===== src/rtl/alu_muldiv_if.sv =====
// Handshake and result bundle between the EX-stage pipeline and the ALU/mul-div unit.
// The pipeline side uses the master modport; the unit uses the slave modport.
interface alu_muldiv_if #(
   parameter int WIDTH   = 32,
   parameter int SHAMT_W = 5
);
   logic               in_valid;
   logic               in_ready;
   logic [3:0]         op;
   logic [WIDTH-1:0]   a;
   logic [WIDTH-1:0]   b;
   logic [SHAMT_W-1:0] shamt;
   logic               out_valid;
   logic [WIDTH-1:0]   result;
   logic               zero;
   logic               overflow;
   logic [WIDTH-1:0]   hi;
   logic [WIDTH-1:0]   lo;
   logic               busy;

   modport master (
      output in_valid, op, a, b, shamt,
      input  in_ready, out_valid, result, zero, overflow, hi, lo, busy
   );

   modport slave (
      input  in_valid, op, a, b, shamt,
      output in_ready, out_valid, result, zero, overflow, hi, lo, busy
   );
endinterface


===== src/rtl/alu_muldiv_unit.sv =====
// Registered MIPS-style ALU with an iterative shift-add multiplier and restoring divider
// that commit into architectural HI/LO; single-cycle ops issue back-to-back from IDLE.
module alu_muldiv_unit #(
   parameter int WIDTH   = 32,
   parameter int SHAMT_W = 5
) (
   input logic          clk,
   input logic          reset_n,
   alu_muldiv_if.slave  bus
);

   typedef enum logic [1:0] {
      IDLE = 2'd0,
      MUL  = 2'd1,
      DIV  = 2'd2,
      FIX  = 2'd3
   } state_t;

   localparam logic [3:0] OP_ADD   = 4'd0;
   localparam logic [3:0] OP_SUB   = 4'd1;
   localparam logic [3:0] OP_AND   = 4'd2;
   localparam logic [3:0] OP_OR    = 4'd3;
   localparam logic [3:0] OP_XOR   = 4'd4;
   localparam logic [3:0] OP_NOR   = 4'd5;
   localparam logic [3:0] OP_SLT   = 4'd6;
   localparam logic [3:0] OP_SLTU  = 4'd7;
   localparam logic [3:0] OP_SLL   = 4'd8;
   localparam logic [3:0] OP_SRL   = 4'd9;
   localparam logic [3:0] OP_SRA   = 4'd10;
   localparam logic [3:0] OP_MULT  = 4'd11;
   localparam logic [3:0] OP_MULTU = 4'd12;
   localparam logic [3:0] OP_DIV   = 4'd13;
   localparam logic [3:0] OP_DIVU  = 4'd14;
   localparam logic [3:0] OP_MFHL  = 4'd15;

   localparam logic [SHAMT_W-1:0] LAST_BIT = SHAMT_W'(WIDTH - 1);

   state_t               state;
   state_t               next_state;
   logic [SHAMT_W-1:0]   cnt;
   logic [WIDTH-1:0]     acc_hi;
   logic [WIDTH-1:0]     acc_lo;
   logic [WIDTH-1:0]     operand;
   logic [WIDTH-1:0]     dividend;
   logic [WIDTH-1:0]     result_q;
   logic [WIDTH-1:0]     hi_q;
   logic [WIDTH-1:0]     lo_q;
   logic                 neg_q;
   logic                 neg_r;
   logic                 div_zero;
   logic                 is_div;
   logic                 out_valid_q;
   logic                 zero_q;
   logic                 overflow_q;

   logic                 accept;
   logic                 is_mul_op;
   logic                 is_div_op;
   logic                 signed_op;
   logic                 a_neg;
   logic                 b_neg;
   logic [WIDTH-1:0]     a_mag;
   logic [WIDTH-1:0]     b_mag;
   logic [WIDTH-1:0]     sum;
   logic [WIDTH-1:0]     diff;
   logic [WIDTH-1:0]     alu_res;
   logic                 alu_ovf;
   logic [WIDTH:0]       mul_sum;
   logic [WIDTH:0]       trial;
   logic [2*WIDTH-1:0]   product;
   logic [WIDTH-1:0]     quot;
   logic [WIDTH-1:0]     rem;

   assign accept    = bus.in_valid && (state == IDLE);
   assign is_mul_op = (bus.op == OP_MULT) || (bus.op == OP_MULTU);
   assign is_div_op = (bus.op == OP_DIV)  || (bus.op == OP_DIVU);
   assign signed_op = (bus.op == OP_MULT) || (bus.op == OP_DIV);
   assign a_neg     = signed_op && bus.a[WIDTH-1];
   assign b_neg     = signed_op && bus.b[WIDTH-1];
   assign a_mag     = a_neg ? -bus.a : bus.a;
   assign b_mag     = b_neg ? -bus.b : bus.b;

   // State register
   always_ff @(posedge clk) begin
      if (!reset_n) begin
         state <= IDLE;
      end else begin
         state <= next_state;
      end
   end

   // Next-state logic: iterative ops run exactly WIDTH steps, then one sign-fix cycle
   always_comb begin
      next_state = state;
      case (state)
         IDLE: begin
            if (accept && is_mul_op) begin
               next_state = MUL;
            end else if (accept && is_div_op) begin
               next_state = DIV;
            end
         end
         MUL, DIV: begin
            if (cnt == LAST_BIT) begin
               next_state = FIX;
            end
         end
         default: next_state = IDLE;
      endcase
   end

   // Single-cycle ALU results, computed directly from the bus operands
   always_comb begin
      sum     = bus.a + bus.b;
      diff    = bus.a - bus.b;
      alu_res = '0;
      alu_ovf = 1'b0;
      case (bus.op)
         OP_ADD: begin
            alu_res = sum;
            alu_ovf = (bus.a[WIDTH-1] == bus.b[WIDTH-1]) && (sum[WIDTH-1] != bus.a[WIDTH-1]);
         end
         OP_SUB: begin
            alu_res = diff;
            alu_ovf = (bus.a[WIDTH-1] != bus.b[WIDTH-1]) && (diff[WIDTH-1] != bus.a[WIDTH-1]);
         end
         OP_AND:  alu_res = bus.a & bus.b;
         OP_OR:   alu_res = bus.a | bus.b;
         OP_XOR:  alu_res = bus.a ^ bus.b;
         OP_NOR:  alu_res = ~(bus.a | bus.b);
         OP_SLT:  alu_res = {{(WIDTH-1){1'b0}}, ($signed(bus.a) < $signed(bus.b))};
         OP_SLTU: alu_res = {{(WIDTH-1){1'b0}}, (bus.a < bus.b)};
         OP_SLL:  alu_res = bus.b << bus.shamt;
         OP_SRL:  alu_res = bus.b >> bus.shamt;
         OP_SRA:  alu_res = $signed(bus.b) >>> bus.shamt;
         OP_MFHL: alu_res = bus.b[0] ? lo_q : hi_q;
         default: alu_res = '0;
      endcase
   end

   // One multiply/divide step plus the signed corrections applied in FIX
   always_comb begin
      mul_sum = {1'b0, acc_hi} + (acc_lo[0] ? {1'b0, operand} : {(WIDTH+1){1'b0}});
      trial   = {acc_hi, acc_lo[WIDTH-1]} - {1'b0, operand};
      product = neg_q ? -{acc_hi, acc_lo} : {acc_hi, acc_lo};
      quot    = neg_q ? -acc_lo : acc_lo;
      rem     = neg_r ? -acc_hi : acc_hi;
   end

   // Datapath: MUL keeps {acc_hi,acc_lo} as partial product over multiplier;
   // DIV keeps acc_hi as remainder and acc_lo as dividend shifting into quotient
   always_ff @(posedge clk) begin
      if (!reset_n) begin
         cnt         <= '0;
         acc_hi      <= '0;
         acc_lo      <= '0;
         operand     <= '0;
         dividend    <= '0;
         result_q    <= '0;
         hi_q        <= '0;
         lo_q        <= '0;
         neg_q       <= 1'b0;
         neg_r       <= 1'b0;
         div_zero    <= 1'b0;
         is_div      <= 1'b0;
         out_valid_q <= 1'b0;
         zero_q      <= 1'b0;
         overflow_q  <= 1'b0;
      end else begin
         out_valid_q <= 1'b0;
         case (state)
            IDLE: begin
               if (accept) begin
                  cnt <= '0;
                  if (is_mul_op || is_div_op) begin
                     neg_q    <= a_neg ^ b_neg;
                     neg_r    <= a_neg;
                     is_div   <= is_div_op;
                     div_zero <= (bus.b == '0);
                     dividend <= bus.a;
                     acc_hi   <= '0;
                     acc_lo   <= is_div_op ? a_mag : b_mag;
                     operand  <= is_div_op ? b_mag : a_mag;
                  end else begin
                     result_q    <= alu_res;
                     zero_q      <= (alu_res == '0);
                     overflow_q  <= alu_ovf;
                     out_valid_q <= 1'b1;
                  end
               end
            end
            MUL: begin
               acc_hi <= mul_sum[WIDTH:1];
               acc_lo <= {mul_sum[0], acc_lo[WIDTH-1:1]};
               cnt    <= cnt + 1'b1;
            end
            DIV: begin
               if (!trial[WIDTH]) begin
                  acc_hi <= trial[WIDTH-1:0];
                  acc_lo <= {acc_lo[WIDTH-2:0], 1'b1};
               end else begin
                  acc_hi <= {acc_hi[WIDTH-2:0], acc_lo[WIDTH-1]};
                  acc_lo <= {acc_lo[WIDTH-2:0], 1'b0};
               end
               cnt <= cnt + 1'b1;
            end
            FIX: begin
               result_q    <= '0;
               zero_q      <= 1'b1;
               overflow_q  <= 1'b0;
               out_valid_q <= 1'b1;
               if (!is_div) begin
                  hi_q <= product[2*WIDTH-1:WIDTH];
                  lo_q <= product[WIDTH-1:0];
               end else if (div_zero) begin
                  // Divide by zero is defined, not trapped: all-ones quotient, dividend as remainder
                  lo_q <= '1;
                  hi_q <= dividend;
               end else begin
                  lo_q <= quot;
                  hi_q <= rem;
               end
            end
            default: ;
         endcase
      end
   end

   assign bus.in_ready  = (state == IDLE);
   assign bus.busy      = (state == MUL) || (state == DIV);
   assign bus.out_valid = out_valid_q;
   assign bus.result    = result_q;
   assign bus.zero      = zero_q;
   assign bus.overflow  = overflow_q;
   assign bus.hi        = hi_q;
   assign bus.lo        = lo_q;

endmodule

===== src/flat_wrapper.sv =====
// flat-port wrapper written by rule: the top's interface ports become plain ports
module alu_muldiv_unit_flat 
#(
   parameter int WIDTH   = 32,
   parameter int SHAMT_W = 5
)
  (clk, reset_n, bus_in_valid, bus_op, bus_a, bus_b, bus_shamt, bus_in_ready, bus_out_valid, bus_result, bus_zero, bus_overflow, bus_hi, bus_lo, bus_busy);
  alu_muldiv_if #(.WIDTH(WIDTH), .SHAMT_W(SHAMT_W)) bus_i ();
  input logic clk;
  input logic reset_n;
  input wire logic [$bits(bus_i.in_valid)-1:0] bus_in_valid;
  input wire logic [$bits(bus_i.op)-1:0] bus_op;
  input wire logic [$bits(bus_i.a)-1:0] bus_a;
  input wire logic [$bits(bus_i.b)-1:0] bus_b;
  input wire logic [$bits(bus_i.shamt)-1:0] bus_shamt;
  output wire logic [$bits(bus_i.in_ready)-1:0] bus_in_ready;
  output wire logic [$bits(bus_i.out_valid)-1:0] bus_out_valid;
  output wire logic [$bits(bus_i.result)-1:0] bus_result;
  output wire logic [$bits(bus_i.zero)-1:0] bus_zero;
  output wire logic [$bits(bus_i.overflow)-1:0] bus_overflow;
  output wire logic [$bits(bus_i.hi)-1:0] bus_hi;
  output wire logic [$bits(bus_i.lo)-1:0] bus_lo;
  output wire logic [$bits(bus_i.busy)-1:0] bus_busy;
  assign bus_i.in_valid = bus_in_valid;
  assign bus_i.op = bus_op;
  assign bus_i.a = bus_a;
  assign bus_i.b = bus_b;
  assign bus_i.shamt = bus_shamt;
  assign bus_in_ready = bus_i.in_ready;
  assign bus_out_valid = bus_i.out_valid;
  assign bus_result = bus_i.result;
  assign bus_zero = bus_i.zero;
  assign bus_overflow = bus_i.overflow;
  assign bus_hi = bus_i.hi;
  assign bus_lo = bus_i.lo;
  assign bus_busy = bus_i.busy;
  alu_muldiv_unit #(.WIDTH(WIDTH), .SHAMT_W(SHAMT_W)) u_core (.clk(clk), .reset_n(reset_n), .bus(bus_i));
endmodule

===== config.mk =====
export PLATFORM = sky130hd
export DESIGN_NAME = alu_muldiv_unit_flat
export DESIGN_NICKNAME = d
export VERILOG_FILES = /design/src/rtl/alu_muldiv_if.sv /design/src/rtl/alu_muldiv_unit.sv /design/src/flat_wrapper.sv
export SDC_FILE = /design/constraint.sdc
export NUM_CORES = 1
export LEC_CHECK = 0
export BUFFER_PORTS_ARGS = -buffer_cell sky130_fd_sc_hd__buf_2
export CAP_MARGIN = 15
export CORE_ASPECT_RATIO = 1.75
export CORE_MARGIN = 2
export CORE_UTILIZATION = 35
export DETAILED_ROUTE_END_ITERATION = 10
export PLACE_DENSITY = 0.54
export SLEW_MARGIN = 20
export SYNTH_ARGS = -nofsm -noshare
export SYNTH_HDL_FRONTEND = slang
export SYNTH_SLANG_ARGS = --single-unit

===== constraint.sdc =====
create_clock -name clk -period 5.5 [get_ports clk]
set_clock_uncertainty 0.2 [all_clocks]
set_input_delay 1.65 -clock clk [delete_from_list [all_inputs] [get_ports clk]]
set_output_delay 1.65 -clock clk [all_outputs]
set_load 0.03 [all_outputs]

# [Word level (Yosys, flattened, before mapping)]
# Index checks and enable logic that the tools add are counted.
[totals] ff_bits=238 inputBits=76 out_inout_bits=101 wordCells=130
[classes] addsub=10 n_lt_le_gt_ge=2 n_eq_ne=28 n_shift=3 muxes=41 bitwise=5 reduce_logical=25
[ops] operator="two-way mux 32 bit" count=19
[ops] operator="case mux 32 bit (12 select lines)" count=1
[ops] operator="case mux 32 bit (3 select lines)" count=2
[ops] operator="negation 32 bit" count=4
[ops] operator="zero test 32 bit" count=2
[ops] operator="less-than comparator 32 bit" count=2
[ops] operator="two-way mux 64 bit" count=1
[ops] operator="negation 64 bit" count=1
[ops] operator="case mux 32 bit (2 select lines)" count=1
[ops] operator="adder 32 x 33 -> 33 bit" count=1
[ops] operator="subtractor 33 x 32 -> 33 bit" count=1
[ops] operator="adder 32 bit" count=1
[ops] operator="bitwise AND 32 bit" count=1
[ops] operator="== test 4 bit (second input constant)" count=8
[ops] operator="NOT 32 bit" count=1
[ops] operator="bitwise OR 32 bit" count=1
[ops] operator="<< shifter 32 x 5 -> 32 bit" count=1
[ops] operator="right shift 32 x 5 -> 32 bit" count=1
[ops] operator=">>> shifter 32 x 5 -> 32 bit" count=1
[ops] operator="subtractor 32 bit" count=1
[ops] operator="bitwise XOR 32 bit" count=1
[ops] operator="== test 4 x 3 -> 1 bit (second input constant)" count=4
[ops] operator="case mux 5 bit (2 select lines)" count=1
[ops] operator="AND reduction 3 bit" count=3
[ops] operator="other kinds (25)" count=54

# [Longest topological paths before layout]
[depth] depth_word=8 depth_mapped=18 mapped_depth_nobuf=16

# [Worst setup path before layout]
# Ideal clock, no wire load.
[synth_timing] kind="input port to flip-flop" from="input port bus_b[2]" to="register u_core.zero_q, in the netlist u_core.bus.zero" arrival_ns=5.330 required_time_ns=5.225 path_slack_ns=-0.105 cell_stages=16 n_path_buf=2 cell_sequence="clkbuf_1 inv_1 ha_1 buf_2 a211oi_1 o21bai_1 a2111oi_1 o21ai_1 a2111oi_0 o21bai_1 o22ai_1 o31a_1 or4_1 nor2_1 nand4b_1 o22ai_1"
[synth_via] elab_chain_cells=7
[synth_lines] element="start: declaration" line="flat_wrapper.sv:14" rtl="input wire logic [$bits(bus_i.b)-1:0] bus_b;"
[synth_lines] element="branches (longest 2 deep; another with subtractor 32 bit)"
[synth_lines] element="case mux 32 bit (12 select lines) *" line="alu_muldiv_unit.sv:118" rtl="case (bus.op)"
[synth_lines] element="zero test 32 bit *" line="alu_muldiv_unit.sv:186" rtl="zero_q <= (alu_res == '0);"
[synth_lines] element="two-way mux 1 bit *" line="alu_muldiv_unit.sv:175" rtl="if (is_mul_op || is_div_op) begin"
[synth_lines] element="two-way mux 1 bit *" line="alu_muldiv_unit.sv:173" rtl="if (accept) begin"
[synth_lines] element="case mux 1 bit (2 select lines) *" line="alu_muldiv_unit.sv:171" rtl="case (state)"
[synth_lines] element="end signal: assignment" line="alu_muldiv_unit.sv:186"
[synth_lines] element="end: declaration" line="alu_muldiv_unit.sv:53" rtl="logic zero_q;"
# Every way passes the cells marked *. The select of a mux whose other input is x is not followed.
# A chain may end at the register's enable or synchronous reset.

# [Worst setup path in the final report]
[layout_timing] from="input port bus_a[0]" to="register u_core.zero_q, in the netlist u_core.bus.zero"
[layout_via] elab_chain_cells=7
[layout_lines] element="start: declaration" line="flat_wrapper.sv:13" rtl="input wire logic [$bits(bus_i.a)-1:0] bus_a;"
[layout_lines] element="branches (longest 2 deep; another with subtractor 32 bit)"
[layout_lines] element="case mux 32 bit (12 select lines) *" line="alu_muldiv_unit.sv:118"
[layout_lines] element="zero test 32 bit *" line="alu_muldiv_unit.sv:186"
[layout_lines] element="two-way mux 1 bit *" line="alu_muldiv_unit.sv:175"
[layout_lines] element="two-way mux 1 bit *" line="alu_muldiv_unit.sv:173"
[layout_lines] element="case mux 1 bit (2 select lines) *" line="alu_muldiv_unit.sv:171"
# Marks and branches as above.

==> impl_metrics.yaml <==
placed_design:
  pre_cts_ws_ns: -0.774
  place_hpwl_um: 134000
  io_buffer_count: 176
  globalplace.congestion: 1.07
critical_path:
  worstPathRequired_ns: 5.86
  cp_cell_sequence: "buf_2 -> ha_1 -> fa_1 -> a211oi_2 -> o21bai_1 -> a2111oi_2 -> buf_4 -> o21ai_1 -> a2111oi_2 -> buf_4 -> o21bai_1 -> o22ai_1 -> o31a_1 -> or4_1 -> nor2_1 -> nand4b_1 -> o22ai_1"
  cp_data_arrival_time_ns: 5.73
  crit_type: "input pin to flip-flop"
  crit_slowest_cell: "or4_1"
  path_buf_inv: 3
  path_max_fanout: 2
  crit_family: "compound AO/OA/AOI/OAI gates"
  crit_path_end_kind: "flip-flop"
  reg2reg_slack_ns: 0.62
  max_stage_delay_ns: 0.55
  start_kind: "input pin"
die:
  initial_core_util_pct: 35.3
  fp-row-count: 137
  core_area_um2: 79700
  die_width_um: 218
  ios: 177
  fp.dieH_um: 379
  dieArea_um2: 82900
power_and_ir_drop:
  p_per_area_nw_per_um2: 210
  ir_drop_v: 0.000289
  p_leak_nw: 15.4
  power_mw: 7.49
synthesis:
  syn_area_um2: 28200
  synth_edf_count: 0
  synth-simple-area-share_pct: 20.3
  synth_top_family_by_area: "compound AO/OA/AOI/OAI gates"
  ys_seq_area_share_pct: 16.9
  synthMuxAreaShare_pct: 12.7
  synth_top_area_share_pct: 16.9
  syn_area_per_cell_um2: 7.40
  synthFlopType: "dfxtp_1"
  synthCells: 3809
  async_reset_ff_share_pct: 0
  synth_most_common_cell: "nand2_1"
  ys_top_cells_by_area: "dfxtp_1 (17%), ha_1 (7.9%), mux2i_1 (6.8%)"
  syn_nets: 4066
  yosys.cell_types.count: 88
  synth_compound_area_share_pct: 28.3
  yosysTopAreaCell: "dfxtp_1"
  synth_commonest_cells: "nand2_1 (360), o21ai_0 (314), nor2_1 (299), clkbuf_1 (277), a21oi_1 (271)"
  yosys.area_share.xor_xnor_pct: 6.71
  yosys_warnings: 0
  synth-seq-cells: 238
  synthAdderAreaFrac_pct: 8.14
clock_tree:
  numClockSinks: 238
  postCtsSetupRepairBufs: 0
  insertion_delay_ns: 0.63
  htree_levels: 1
  clkTransAtPathRegs_ns: 0.07
  clk_path_buf_depth: 3
  cts_tree: "yes"
  cts-root-buf: "clkbuf_16"
  numCtsBuffers: 26
  hold_buffers: 0
global_routing:
  grt-ovfl-total: 0
  grt.total_usage_pct: 38.6
  grt_pass1_vias: 32800
  grt_max_degree: 156
  antenna_found_initial: 15
  grt_pass1_wl_um: 231000
final_layout:
  syn_to_final_growth_pct: 26.6
  drive_gt1_share_pct: 24.8
  final_util_pct: 44.7
  nNetsFinal: 4634
route:
  routedWlPerCell_um: 30.2
  vias_per_cell: 6.12
  drt_wl_total_um: 164000
  first_pass_iters: 6
  drtAntennaViolNets: 0
  drc: 0
  vias: 33300
  drt_iter0_drc: 2842
sta:
  post-route-worst-setup-slack_ns: 0.121
  setup_viol: 0
  fin_crit_sh_pct: 97.8
  maxSlewViolCount: 0
  worst_pin_slew_ns: 1.36
  slew_headroom_pct: 9.25
  clock.fmax_mhz: 186
  rsz0062_at_grt: "no"
  final_hold_viol_count: 0
  layout_min_cycle_time_ns: 5.38
status:
  status: "finished clean"
hold_path:
  holdCritPathClass: "flip-flop to flip-flop"
job:
  drv_cap: 0
-- worst min-delay path: stages, from the launching register on --
cell and delay (ns):
dfxtp_1 0.31, nand2_1 0.05, a21boi_0 0.06
-- registers in the layout (all words and copies together) (netlist names) --
| signal | cells |
|---|---|
| u_core.acc_hi | 32 |
| u_core.acc_lo | 32 |
| u_core.bus.hi | 32 |
| u_core.bus.lo | 32 |
| u_core.bus.out_valid | 1 |
| u_core.bus.overflow | 1 |
| u_core.bus.result | 32 |
| u_core.bus.zero | 1 |
| u_core.cnt | 5 |
| u_core.div_zero | 1 |
| u_core.dividend | 32 |
| u_core.is_div | 1 |
| u_core.neg_q | 1 |
| u_core.neg_r | 1 |
| u_core.operand | 32 |
| u_core.state | 2 |
-- worst paths after layout --
path	start	end	depth (start not counted)
setup / recovery	bus_a[0]	u_core.bus.zero	17
hold reg to reg	u_core.bus.result[6]	u_core.bus.result[6]	2
hold / removal	u_core.bus.result[6]	u_core.bus.result[6]	2
setup reg to reg	u_core.acc_lo[31]	u_core.acc_hi[1]	17
-- metrics by stage --
step                instance area [um^2]  std cells  TNS (ns)  hold slack, ns
floorplan                          28200       3809         0           0.238
global placement                   34600       5391     -1.61           0.250
detailed placement                 34600       5391     -1.73           0.256
CTS                                35500       5437         0           0.267
global route                       35600       5438         0           0.280
finish                             35700       5446         0           0.263
-- cell families after synthesis --
kind of cell | after synthesis
flip-flops | 238
buffers and inverters | 498
AND/OR/NAND/NOR | 1178
XOR/XNOR | 216
AO/OA/AOI/OAI | 1212
multiplexers | 286
adder cells (fa/ha/maj) | 181
-- layer usage --
metal  wire (um)  vias to the layer above  global-route usage, %
li1            -                    15100                      -
met4       19400                       14                   37.9
met3       10200                      614                   6.32
met1       55300                    16000                   38.5
met2       79300                     1569                   67.1
met5          89                        -                      0
-- what timing repair did --
item / in CTS / in global routing
endpoints found under the setup margin: 1 / 1
gates resized for setup: 2 / 21
pin swaps: 0 / 4
-- final cells by class --
type	instances	area, um^2
Fill cell	8284	44000
Timing Repair Buffer	882	6400
Tap cell	1042	1300
Clock buffer	33	717
Sequential cell	238	4770
Antenna cell	9	22.5
Inverter	156	586
Multi-Input combinational cell	3073	21700
Clock inverter	13	173
-- power by group --
group	total [mW]	switching [mW]	leakage, nW	internal (mW)
clock	1.95	0.884	0.429	1.07
combinational	3.55	2.17	13.0	1.38
sequential	1.99	0.149	1.93	1.84
total	7.49	3.20	15.4	4.29
-- placed cells by master (no fill, tap or decap), types with 16 or more instances in the layout --
cell       Yosys  final
buf_4          0    691
nand2_1      360    360
o21ai_0      314    313
nor2_1       299    298
a21oi_1      271    270
dfxtp_1      238    235
mux2i_1      192    190
ha_1         177    176
buf_2         28    173
inv_1        153    153
xnor2_1      152    151
nor2b_1      103    102
nor3_1        67     65
xor2_1        64     64
nand3_1       64     63
mux4_2        54     54
a221oi_1      53     53
a22oi_1       53     52
a21boi_0      48     48
a21o_1        47     47
o22ai_1       44     44
mux2_2        40     40
o211a_1       37     37
and2_1        36     36
nor4_1        40     36
nand4_1       35     35
nand2b_1      34     34
a211oi_1      37     34
o31ai_1       30     30
a31oi_1       31     30
o211ai_1      29     29
or3_1         27     26
clkbuf_16      0     26
and3_1        21     21
o21a_1        21     21
or4_1         21     20
buf_12         0     16
(Power assumes the default switching activity.)
